<file path="src/rtl/trace_pkg.sv">
// Shared types for the commit-side trace scheduler: default widths,
// the trace entry layout and the queue-occupancy state encoding.
package trace_pkg;

  localparam int unsigned TRACE_PC_W   = 32;
  localparam int unsigned TRACE_DATA_W = 32;
  localparam int unsigned TRACE_REG_W  = 5;
  localparam int unsigned TRACE_CNT_W  = 32;

  typedef struct packed {
    logic [TRACE_PC_W-1:0]   pc;
    logic [TRACE_DATA_W-1:0] wdata;
    logic [TRACE_REG_W-1:0]  wnum;
  } trace_entry_t;

  // State doubles as the queue occupancy (0, 1 or 2 entries held).
  typedef enum logic [1:0] {
    EMPTY = 2'd0,
    ONE   = 2'd1,
    TWO   = 2'd2
  } sched_state_e;

endpackage

</file>
<file path="src/rtl/trace_slot_qualify.sv">
// Per-slot commit filter: a slot reaches the trace only if it is valid and
// writes a register. Build option TRACE_FILTER_R0_EN also drops writes to r0.
module trace_slot_qualify #(
  parameter int REG_W = 5
) (
  input  logic             valid,
  input  logic             wen,
  input  logic [REG_W-1:0] wnum,
  output logic             qual
);

`ifdef TRACE_FILTER_R0_EN
  assign qual = valid & wen & (wnum != '0);
`else
  logic unused_wnum;
  assign unused_wnum = ^wnum;
  assign qual        = valid & wen;
`endif

endmodule

</file>
<file path="src/rtl/trace_commit_sched.sv">
// Merges the two writeback commit slots into one in-order trace entry per
// cycle through a 2-entry queue, stalling the core when the queue is full.
// Optional build macro: TRACE_FILTER_R0_EN (drop commits that write r0).
module trace_commit_sched
  import trace_pkg::*;
#(
  parameter int PC_W   = TRACE_PC_W,
  parameter int DATA_W = TRACE_DATA_W,
  parameter int REG_W  = TRACE_REG_W,
  parameter int CNT_W  = TRACE_CNT_W
) (
  input  logic              clk,
  input  logic              reset,
  input  logic              cmt0_valid,
  input  logic              cmt0_wen,
  input  logic [PC_W-1:0]   cmt0_pc,
  input  logic [REG_W-1:0]  cmt0_wnum,
  input  logic [DATA_W-1:0] cmt0_wdata,
  input  logic              cmt1_valid,
  input  logic              cmt1_wen,
  input  logic [PC_W-1:0]   cmt1_pc,
  input  logic [REG_W-1:0]  cmt1_wnum,
  input  logic [DATA_W-1:0] cmt1_wdata,
  output logic              cmt_ready,
  output logic              cmt_stall,
  output logic              tr_valid,
  input  logic              tr_ready,
  output logic [PC_W-1:0]   tr_pc,
  output logic [REG_W-1:0]  tr_wnum,
  output logic [DATA_W-1:0] tr_wdata,
  output logic [3:0]        tr_wen,
  output logic [CNT_W-1:0]  emit_cnt
);

  // Same field order as trace_entry_t, sized by this instance's parameters.
  typedef struct packed {
    logic [PC_W-1:0]   pc;
    logic [DATA_W-1:0] wdata;
    logic [REG_W-1:0]  wnum;
  } entry_t;

  sched_state_e     state_q, state_d;
  entry_t           q0_q, q0_d, q1_q, q1_d;
  logic [CNT_W-1:0] emit_cnt_q, emit_cnt_d;

  logic       qual0, qual1;
  logic [1:0] n_qual;
  logic       pop;
  entry_t     slot0, slot1, first_e, second_e;

  trace_slot_qualify #(.REG_W(REG_W)) u_qual0 (
    .valid (cmt0_valid),
    .wen   (cmt0_wen),
    .wnum  (cmt0_wnum),
    .qual  (qual0)
  );

  trace_slot_qualify #(.REG_W(REG_W)) u_qual1 (
    .valid (cmt1_valid),
    .wen   (cmt1_wen),
    .wnum  (cmt1_wnum),
    .qual  (qual1)
  );

  assign slot0 = '{pc: cmt0_pc, wdata: cmt0_wdata, wnum: cmt0_wnum};
  assign slot1 = '{pc: cmt1_pc, wdata: cmt1_wdata, wnum: cmt1_wnum};

  // Compact qualified slots so the older one always lands at the head.
  always_comb begin
    // NOTE: every always_comb output gets a default first so no path can infer a latch.
    n_qual   = {1'b0, qual0} + {1'b0, qual1};
    first_e  = qual0 ? slot0 : slot1;
    second_e = slot1;
  end

  assign pop = tr_valid & tr_ready;

  // State register
  always_ff @(posedge clk) begin
    // NOTE: sequential state uses non-blocking assignment so all flops update together.
    if (reset) begin
      state_q <= EMPTY;
    end else begin
      state_q <= state_d;
    end
  end

  // Next-state logic
  always_comb begin
    state_d = state_q;
    unique case (state_q)
      EMPTY: begin
        case (n_qual)
          2'd0:    state_d = EMPTY;
          2'd1:    state_d = ONE;
          default: state_d = TWO;
        endcase
      end
      ONE: begin
        if (pop) begin
          case (n_qual)
            2'd0:    state_d = EMPTY;
            2'd1:    state_d = ONE;
            default: state_d = TWO;
          endcase
        end
      end
      TWO:     state_d = pop ? ONE : TWO;
      default: state_d = EMPTY;
    endcase
  end

  // Output logic
  always_comb begin
    cmt_ready = ~reset & ((state_q == EMPTY) | ((state_q == ONE) & tr_ready));
    tr_valid  = (state_q != EMPTY);
    tr_pc     = '0;
    tr_wnum   = '0;
    tr_wdata  = '0;
    tr_wen    = 4'h0;
    if (tr_valid) begin
      tr_pc    = q0_q.pc;
      tr_wnum  = q0_q.wnum;
      tr_wdata = q0_q.wdata;
      tr_wen   = 4'hF;
    end
  end

  assign cmt_stall = ~cmt_ready;

  // Accept only happens when the queue is empty after this cycle's pop,
  // so new entries always load from the head.
  always_comb begin
    q0_d = q0_q;
    q1_d = q1_q;
    if (cmt_ready) begin
      q0_d = first_e;
      q1_d = second_e;
    end else if (pop) begin
      q0_d = q1_q;
    end
  end

  // NOTE: queue payload is not reset; outputs are gated by state, so stale data never escapes.
  always_ff @(posedge clk) begin
    q0_q <= q0_d;
    q1_q <= q1_d;
  end

  assign emit_cnt_d = emit_cnt_q + CNT_W'(pop);

  always_ff @(posedge clk) begin
    if (reset) begin
      emit_cnt_q <= '0;
    end else begin
      emit_cnt_q <= emit_cnt_d;
    end
  end

  assign emit_cnt = emit_cnt_q;

endmodule

</file>
<file path="config.mk">
export PLATFORM = sky130hd
export DESIGN_NAME = trace_commit_sched
export DESIGN_NICKNAME = d
export VERILOG_FILES = /design/src/rtl/trace_pkg.sv /design/src/rtl/trace_slot_qualify.sv /design/src/rtl/trace_commit_sched.sv
export SDC_FILE = /design/constraint.sdc
export NUM_CORES = 1
export LEC_CHECK = 0
export BUFFER_PORTS_ARGS = -buffer_cell sky130_fd_sc_hd__buf_2
export CAP_MARGIN = 20
export CORE_MARGIN = 2
export CORE_UTILIZATION = 25
export DETAILED_ROUTE_END_ITERATION = 8
export PLACE_DENSITY = 0.5
export RECOVER_POWER = 25
export SKIP_CTS_REPAIR_TIMING = 1
export SYNTH_ARGS = -nofsm -noshare
export SYNTH_HDL_FRONTEND = slang
export SYNTH_HIERARCHICAL = 1
export SYNTH_SLANG_ARGS = --single-unit
</file>
<file path="constraint.sdc">
create_clock -name clk -period 4.9 [get_ports clk]
set_input_delay 0.735 -clock clk [delete_from_list [all_inputs] [get_ports clk]]
set_output_delay 0.735 -clock clk [all_outputs]
set_load 0.05 [all_outputs]
</file>
==> metrics <==
met2 Use GR=18.8%; NetSw=1080 uW; Gate Count Post-Synth=638; initial antenna violation count=1; peak supply drop=0.251 mV; Area Overhead vs Synth=27.6%; worst path cell trace=or2_2 > buf_4 > and2_1 > buf_2; clock network power share=35.9%; Data arrival, critical path=2.11 ns; Initial Util=25.2%; most used flip-flop cell after synthesis=edfxtp_1; Sw Ratio=29.4%; Worst-Margin Slew=1.15 ns; vias in the first global route=5389; Overall Power=3690 uW; EDFF count, synth=138; Bufs on Longest Clock Path=2; hold crit path type=in2reg; DR vias=5609; global-route wire length before repair=30300 um; most frequent cells in the layout=buf_2 (180), edfxtp_1 (138), a21oi_1 (88); Leakage=0.00373 uW; DRT iter0 DRCs=303; Worst Skew=0.00955 ns; Critical Path Slowest Stage Cell=buf_4; GPL Wtd Cong=0.778; die height=179 um; CP endpoint kind=primary output; Pint=2600 uW; worst rel slew slack=23.3%; most common cell after layout, fill and taps aside=buf_2; GRT Overall Usage=12.5%; worst-skew pair later-pin latency=0.44 ns; Post-Synthesis Mean Instance Area=12.0 um2; # rows=64; Worst path max stage delay=0.58 ns; Setup CP Type=reg2out; grt met1 use=15.9%; final setup vio count=0; CP startpoint=state_q[1]; Mapped Area=0.00766 mm2; drt first pass iters=4; Yosys cell types=32; GRT Max-Usage Layer=met2; Fmax=351 MHz; Seq/Total Area, Yosys=63.0%; PortBufs=252; ANT nets after route=0; Req. time, crit path=4.16 ns; CTS tree=built; grt ovf=0; Worst path top cell family by delay=buffers and inverters; Yosys reg bits=172; layout cells sized above 1=25.3%; final setup TNS=0 ns; clock buffer count from CTS=17; Ant. Diodes=0; final hold vios=0; Post-Route WL=19900 um; PD cells=377 mW/mm2; Sequential Power Share=47.3%; Root Buffer Master=clkbuf_16; RSZ-0062 raised after global routing=false; Ports=253; syn nets=787; M3 GR Usage=5.47%; worst r2r src=state_q[1]; Max Cap Viol=0; final net count=1016; post-synthesis async set-or-reset flop share=0%; Synth Warn #=6; routed len/inst=15.6 um; max-slew violations=0; run status=finished clean; CTS H-tree depth=4; final worst-path cycle share=58.1%; Clock Pin Slew Worst Setup and Hold Paths=0.07 ns; Tmin final=2.85 ns; Logic pwr share=16.8%; hpwl dp=12800 um; Critical Path Source Type=flop; number of remaining DRC errors=0; Vias per Instance=4.40; Die Footprint=0.0320 mm2; clk sink count=172; Core ar.=0.0303 mm2; die width=179 um; worst-path fanout max=74; critical hold path startpoint=cmt1_wdata[10]; largest net degree at the start of global routing=208; WP buf/inv=2
## path summary, 6_finish.rpt
path                            depth (start not counted)  slack (ns)           end
worst max register to register                          8        2.14  emit_cnt[18]
worst min register to register                          2        0.49  emit_cnt[31]
worst min-delay path                                    1        0.48      q1_q[15]
worst max-delay path                                    4        2.05  tr_wdata[28]
## stage by stage
stage                     hold slack (ns)  utilization [%]  worst slack [ns]  instance area [um2]  std cells
after floorplan                     0.490                -              1.01                 7660        638
after global placement              0.458             30.5              1.90                 9270       1243
after detailed placement            0.471             30.5              1.87                 9270       1243
after CTS                           0.450             32.4              1.93                 9840       1275
after global routing                0.456             32.2              1.80                 9770       1276
final                               0.485             32.2              2.05                 9770       1276
## area by class of cell
cell class | instances | area, um2
fill | 3148 | 20600
sequential | 172 | 4820
multi-input combinational | 415 | 2630
timing repair buffer | 257 | 1240
tap | 396 | 495
clock buffer | 17 | 425
clock inverter | 15 | 140
inverter | 4 | 20.0
## synth_stat cells (2+ instances only)
| cell | instances | area, um2 |
|---|---|---|
| buf_4 | 4 | 30.0 |
| ha_1 | 4 | 50.1 |
| nand3_1 | 12 | 60.1 |
| and2_1 | 75 | 469 |
| buf_1 | 3 | 11.3 |
| xnor2_1 | 2 | 17.5 |
| o21ai_0 | 4 | 20.0 |
| or2_2 | 2 | 12.5 |
| and3_1 | 4 | 25.0 |
| nand2b_1 | 2 | 12.5 |
| and4_1 | 3 | 26.3 |
| nor2b_1 | 3 | 18.8 |
| mux2i_1 | 69 | 691 |
| xor2_1 | 9 | 78.8 |
| inv_1 | 4 | 15.0 |
| a21oi_1 | 88 | 440 |
| or4_1 | 15 | 113 |
| clkbuf_1 | 37 | 139 |
| o31ai_1 | 15 | 113 |
| or3_1 | 5 | 31.3 |
| edfxtp_1 | 138 | 4140 |
| nor2_1 | 81 | 304 |
| buf_2 | 2 | 10.0 |
| nand2_1 | 7 | 26.3 |
| dfxtp_1 | 34 | 681 |
| nand4_1 | 10 | 62.6 |
## cells by family after synthesis
| group | after synthesis | synth area share (%) |
|---|---|---|
| AO/OA/AOI/OAI | 109 | 7.70 |
| XOR/XNOR | 11 | 1.26 |
| adder cells (fa/ha/maj) | 4 | 0.654 |
| buffers and inverters | 51 | 2.83 |
| flip-flops | 172 | 63.0 |
| multiplexers | 69 | 9.02 |
| AND/OR/NAND/NOR | 222 | 15.5 |
## power by group through the flow
stage,sequential [uW],combinational [uW],clock (uW)
4_1_cts,1750,628,1380
3_3_place_gp,1770,622,0
3_5_place_dp,1780,626,0
2_1_floorplan,1780,432,0
6_report,1740,617,1320
5_1_grt,1750,674,1430
## registers in the layout, indices dropped and copies added (netlist names)
name,count
emit_cnt,32
q0_q,69
q1_q,69
state_q,2
## layer usage
metal  vias to the layer above  wire, um
met3                        16      1990
met4                         0       318
met1                      2616      8830
met2                       195      8770
met5                         -         0
li1                       2782         -
No activity file was read; power rests on OpenSTA's default activity.
